==> config.mk <==
export PLATFORM = sky130hd
export DESIGN_NAME = multiplier_sequential
export DESIGN_NICKNAME = d
export VERILOG_FILES = /design/src/rtl/multiplier_sequential.sv
export SDC_FILE = /design/constraint.sdc
export NUM_CORES = 1
export LEC_CHECK = 0
export ABC_AREA = 0
export CAP_MARGIN = 25
export CORE_UTILIZATION = 57
export CTS_CLUSTER_SIZE = 8
export DETAILED_ROUTE_END_ITERATION = 7
export PLACE_DENSITY_LB_ADDON = 0.2
export SLEW_MARGIN = 10
export SYNTH_ARGS = -nofsm -noshare
export SYNTH_HDL_FRONTEND = slang
export SYNTH_SLANG_ARGS = --single-unit
==> constraint.sdc <==
create_clock -name Clock_In -period 4.4 [get_ports Clock_In]
set_input_delay 0.66 -clock Clock_In [delete_from_list [all_inputs] [get_ports Clock_In]]
set_output_delay 0.66 -clock Clock_In [all_outputs]
set_load 0.02 [all_outputs]
==> src/rtl/multiplier_sequential.sv <==
// Radix-2 sequential shift-add multiplier, signed or unsigned, fixed WIDTH-cycle latency.
// Signed operands are multiplied as magnitudes and the product is negated at the end when needed.
module multiplier_sequential #(
   parameter int unsigned WIDTH = 32
) (
   input  logic                 Clock_In,
   input  logic                 Reset_N_In,
   input  logic                 Start_In,
   input  logic                 Signed_In,
   input  logic [WIDTH-1:0]     Data_A_In,
   input  logic [WIDTH-1:0]     Data_B_In,
   output logic                 Ready_Out,
   output logic                 Done_Out,
   output logic [2*WIDTH-1:0]   Multiplied_Result_Out
);

   localparam int unsigned CW = $clog2(WIDTH + 1);

   typedef enum logic [1:0] {
      IDLE = 2'd0,
      CALC = 2'd1,
      DONE = 2'd2
   } state_t;

   state_t             state_q, state_d;
   logic [WIDTH-1:0]   mcand_q, mcand_d;
   logic [2*WIDTH-1:0] prod_q, prod_d;
   logic [2*WIDTH-1:0] result_q, result_d;
   logic [CW-1:0]      cnt_q, cnt_d;
   logic               neg_q, neg_d;
   logic               ready_q, ready_d;
   logic               done_q, done_d;

   logic [WIDTH:0]     step_sum;
   logic [2*WIDTH-1:0] step_prod;
   logic               a_neg, b_neg;

   always_comb begin
      state_d   = state_q;
      mcand_d   = mcand_q;
      prod_d    = prod_q;
      result_d  = result_q;
      cnt_d     = cnt_q;
      neg_d     = neg_q;
      ready_d   = ready_q;
      done_d    = done_q;

      a_neg     = Signed_In & Data_A_In[WIDTH-1];
      b_neg     = Signed_In & Data_B_In[WIDTH-1];

      // Upper half accumulates; the multiplier sits in the lower half and shifts out through bit 0.
      step_sum  = {1'b0, prod_q[2*WIDTH-1:WIDTH]} + (prod_q[0] ? {1'b0, mcand_q} : '0);
      step_prod = {step_sum, prod_q[WIDTH-1:1]};

      case (state_q)
         IDLE: begin
            if (Start_In) begin
               mcand_d = a_neg ? -Data_A_In : Data_A_In;
               prod_d  = {{WIDTH{1'b0}}, (b_neg ? -Data_B_In : Data_B_In)};
               neg_d   = a_neg ^ b_neg;
               cnt_d   = CW'(WIDTH);
               ready_d = 1'b0;
               state_d = CALC;
            end
         end
         CALC: begin
            prod_d = step_prod;
            cnt_d  = cnt_q - 1'b1;
            if (cnt_q == CW'(1)) begin
               result_d = neg_q ? -step_prod : step_prod;
               done_d   = 1'b1;
               state_d  = DONE;
            end
         end
         DONE: begin
            done_d  = 1'b0;
            ready_d = 1'b1;
            state_d = IDLE;
         end
         default: begin
            done_d  = 1'b0;
            ready_d = 1'b1;
            state_d = IDLE;
         end
      endcase
   end

   always_ff @(posedge Clock_In or negedge Reset_N_In) begin
      if (!Reset_N_In) begin
         state_q  <= IDLE;
         mcand_q  <= '0;
         prod_q   <= '0;
         result_q <= '0;
         cnt_q    <= '0;
         neg_q    <= 1'b0;
         ready_q  <= 1'b1;
         done_q   <= 1'b0;
      end else begin
         state_q  <= state_d;
         mcand_q  <= mcand_d;
         prod_q   <= prod_d;
         result_q <= result_d;
         cnt_q    <= cnt_d;
         neg_q    <= neg_d;
         ready_q  <= ready_d;
         done_q   <= done_d;
      end
   end

   assign Ready_Out             = ready_q;
   assign Done_Out              = done_q;
   assign Multiplied_Result_Out = result_q;

endmodule

==> results.py, run 1 <==
metrics = {
    "logic_synthesis": {
        "ys_seq_area_share_pct": 37.6,
        "ys_ff_latch": 171,
        "synth_area_leaders": "dfrtp_1 37%, o21ai_0 7.7%, nand2_1 6.0%, xor2_1 5.8%, xnor2_1 4.8%",
        "ys_types": 73,
        "synth_top_area_cell": "dfrtp_1",
        "postSynth.asyncResetShare_pct": 100,
        "syn_area_per_cell_sq_um": 8.51,
        "yosys.area.top_type_share_pct": 37.4,
        "ys.flop_type": "dfrtp_1",
        "synth-edff-count": 0,
        "yosys_warnings": 0,
        "synth_cells": 1338,
        "netlist_area_sq_um": 11400,
        "syn_nets": 1444,
    },
    "cells_and_area": {
        "drive_gt1_share_pct": 7.04,
        "layout_common_cells": "182 x nand2_1, 175 x o21ai_0, 168 x dfrtp_1",
        "layout_commonest_cell": "nand2_1",
        "fin_nets": 1556,
        "diodes": 0,
        "multiInputGateArea_sq_um": 6760,
        "nFillCells": 1601,
        "register_area_sq_um": 4280,
        "syn_to_final_growth_pct": 20.6,
    },
    "floorplan": {
        "dieArea_sq_um": 20500,
        "rows": 51,
        "fp.dieH_microns": 143,
        "floorplan.die.width_microns": 143,
        "io_pins": 134,
        "core_area_sq_um": 19500,
        "initial_core_util_pct": 58.3,
    },
    "route": {
        "ant_nets": 0,
        "first_pass_iters": 7,
        "vias": 10553,
        "drc": 0,
        "wl_per_cell_microns": 18.2,
        "drt-initial-drc-count": 909,
        "wirelength_microns": 31400,
        "via_per_inst": 6.11,
    },
    "setup_path": {
        "r2r-start": "prod_q[0]",
        "worstPathArrival_ps": 4410,
        "crit_start": "prod_q[0]",
        "crit_path_start_kind": "flop",
        "r2r_slack_ps": 290,
        "required_ps": 4700,
        "ff2ff_path_depth": 13,
        "r2r_end": "Multiplied_Result_Out[62]",
        "worstSetupPathType": "reg2reg",
        "setup.worst_path.end": "Multiplied_Result_Out[62]",
        "cp_max_fo": 19,
        "end_kind": "flop",
    },
    "pwr": {
        "p_total_mw": 9.88,
        "p_per_area_nw_per_um2": 720,
        "power.leakage_nw": 5.87,
        "ir_drop_mv": 0.302,
    },
    "timing": {
        "fin_setup_tns_ps": 0,
        "slew_headroom_pct": 34.7,
        "skew_ps": 12.2,
        "finalCriticalPeriod_ps": 4110,
        "final-setup-viol-count": 0,
        "fmax_mhz": 244,
        "finalCritPeriodShare_pct": 93.3,
        "worstMarginPinSlew_ps": 973,
        "rsz0062_at_grt": "false",
        "hold_viol": 0,
        "slew_violations": 0,
    },
    "clock_network": {
        "cts_tree": "yes",
        "cts_root_buf": "clkbuf_16",
        "cts.clk_slew.worst_paths_ps": 80,
        "cts_made_buffers": 17,
        "ctsHoldBuffers": 0,
        "cts_buffer_depth": 2,
        "cts.sinks": 171,
        "clk_latency_ps": 450,
        "htreeDepth": 4,
    },
    "grt": {
        "use_met3_pct": 4.90,
        "antenna_found_initial": 0,
        "grt-ovfl-total": 0,
        "grt_pass1_vias": 9582,
        "grt_pass1_wl_microns": 50100,
        "grt_busiest_layer": "met1",
        "grt_usage_pct": 31.9,
        "grt_use_met1_pct": 48.7,
        "grt_max_degree": 106,
        "met2_usage_pct": 46.2,
    },
    "status": {
        "outcome": "complete, no violations",
    },
    "placed_design": {
        "dpl.hpwl_microns": 23600,
        "globalplace.congestion": 0.924,
        "io_buffers": 133,
    },
    "flow_run": {
        "maxCapViolations": 0,
    },
    "min_path": {
        "worstHoldPathType": "in2async",
    },
}
==> metrics by stage <==
stage | worst slack [ps] | instance area, sq um | hold WS, ps | cells | utilization (%)
2_1_floorplan | 554 | 11400 | 364 | 1338 | -
3_3_place_gp | 252 | 13100 | 455 | 1695 | 66.8
3_5_place_dp | 144 | 13100 | 467 | 1695 | 66.8
4_1_cts | 105 | 13700 | 370 | 1727 | 70.0
5_1_grt | 80.4 | 13700 | 61.9 | 1728 | 70.3
6_report | 293 | 13700 | 60.4 | 1728 | 70.3
==> logic make-up (layout without fill, tap and decap cells) <==
family / count (synthesis) / count (layout) / share of synthesized area [%]
DFF: 171 / 171 / 37.6
adders and majority gates: 38 / 38 / 4.24
xor gates and xnor gates: 138 / 138 / 10.6
and+or+nand+nor: 438 / 438 / 18.9
AOI/OAI and AO/OA: 446 / 446 / 24.8
buffers and inverters: 103 / 228 / 3.53
muxes: 4 / 4 / 0.352
==> sequential cells by signal (all words and copies together) (netlist names) <==
name                   count
Done_Out                   1
Multiplied_Result_Out     64
Ready_Out                  1
cnt_q                      6
mcand_q                   32
neg_q                      1
prod_q                    64
state_q                    2
==> cell type report <==
| type | instances | share of cell area (%) |
|---|---|---|
| clock buffers | 17 | 3.10 |
| clock inverters | 15 | 1.46 |
| inverters | 28 | 0.765 |
| multi-input cells | 1064 | 49.2 |
| flip-flops and latches | 171 | 31.2 |
| well taps | 265 | 2.41 |
| repair buffers | 168 | 11.9 |
==> cell usage after synthesis, types with 4 or more instances <==
master     number
a31oi_1        13
o31ai_2         4
and2_1         44
nand2_1       183
clkbuf_1       70
nor3b_1         6
o21a_1          5
nor2b_1         4
nor4_1         15
o41ai_1        12
dfrtp_1       170
xor2_1         75
inv_1          25
o211ai_1        9
or3_1          17
o21ai_1        13
o22ai_1        12
mux2i_1         4
a21o_1         19
o21bai_1        4
ha_1           37
nand3_1        22
nor3_1         23
a211oi_1       13
nand2b_1        8
xnor2_1        63
o31ai_1        20
or4_1           9
a22oi_1        26
a21oi_1        71
o21ai_0       175
a2111oi_0       4
and3_1          7
a22o_1         18
nand4_1         8
nor2_1         72
==> where the power goes <==
part	leakage, nW	total (mW)	switching [mW]	internal, mW
combinational	3.50	5.43	3.21	2.21
sequential	2.07	2.87	0.622	2.25
clock	0.297	1.59	0.760	0.825
==> timing repair <==
item / in CTS / in global routing
gates resized for setup: 0 / 7
endpoints found under the setup margin: 0 / 12
hold endpoints to repair: 0 / 0
setup buffers: 0 / 0
==> worst max-delay path, cell delays in order, from the launching register on <==
cell      delay (ps)
dfrtp_2          480
buf_4            220
and2_1           170
ha_1             400
a21oi_1          380
o21ai_0          290
or3_1            400
o211ai_1          90
a311oi_1         140
nor4_1           420
nand3b_1         300
o41ai_2          450
xnor2_1          160
o21ai_1           70
==> worst min path at each step <==
stage / end / slack (ps) / cells after the start
floorplan: Done_Out / 360 / 0
detailed placement: mcand_q[0] / 470 / 2
global route: Multiplied_Result_Out[47] / 60 / 1
global placement: mcand_q[19] / 450 / 2
finish: Multiplied_Result_Out[46] / 60 / 1
CTS: Multiplied_Result_Out[46] / 370 / 1
==> routing by layer <==
layer	vias up	routed length (microns)
met4	0	575
met1	5066	15200
met3	42	2130
met2	374	13500
met5	-	0
li1	5071	-
No activity file was read; power rests on OpenSTA's default activity.
==> run 2: changes to the inputs <==
Settings changed: SETUP_SLACK_MARGIN set to 0.02.
==> results of run 2 <==
Same layout as run 1: the final DEF is identical, and so are final timing and power.
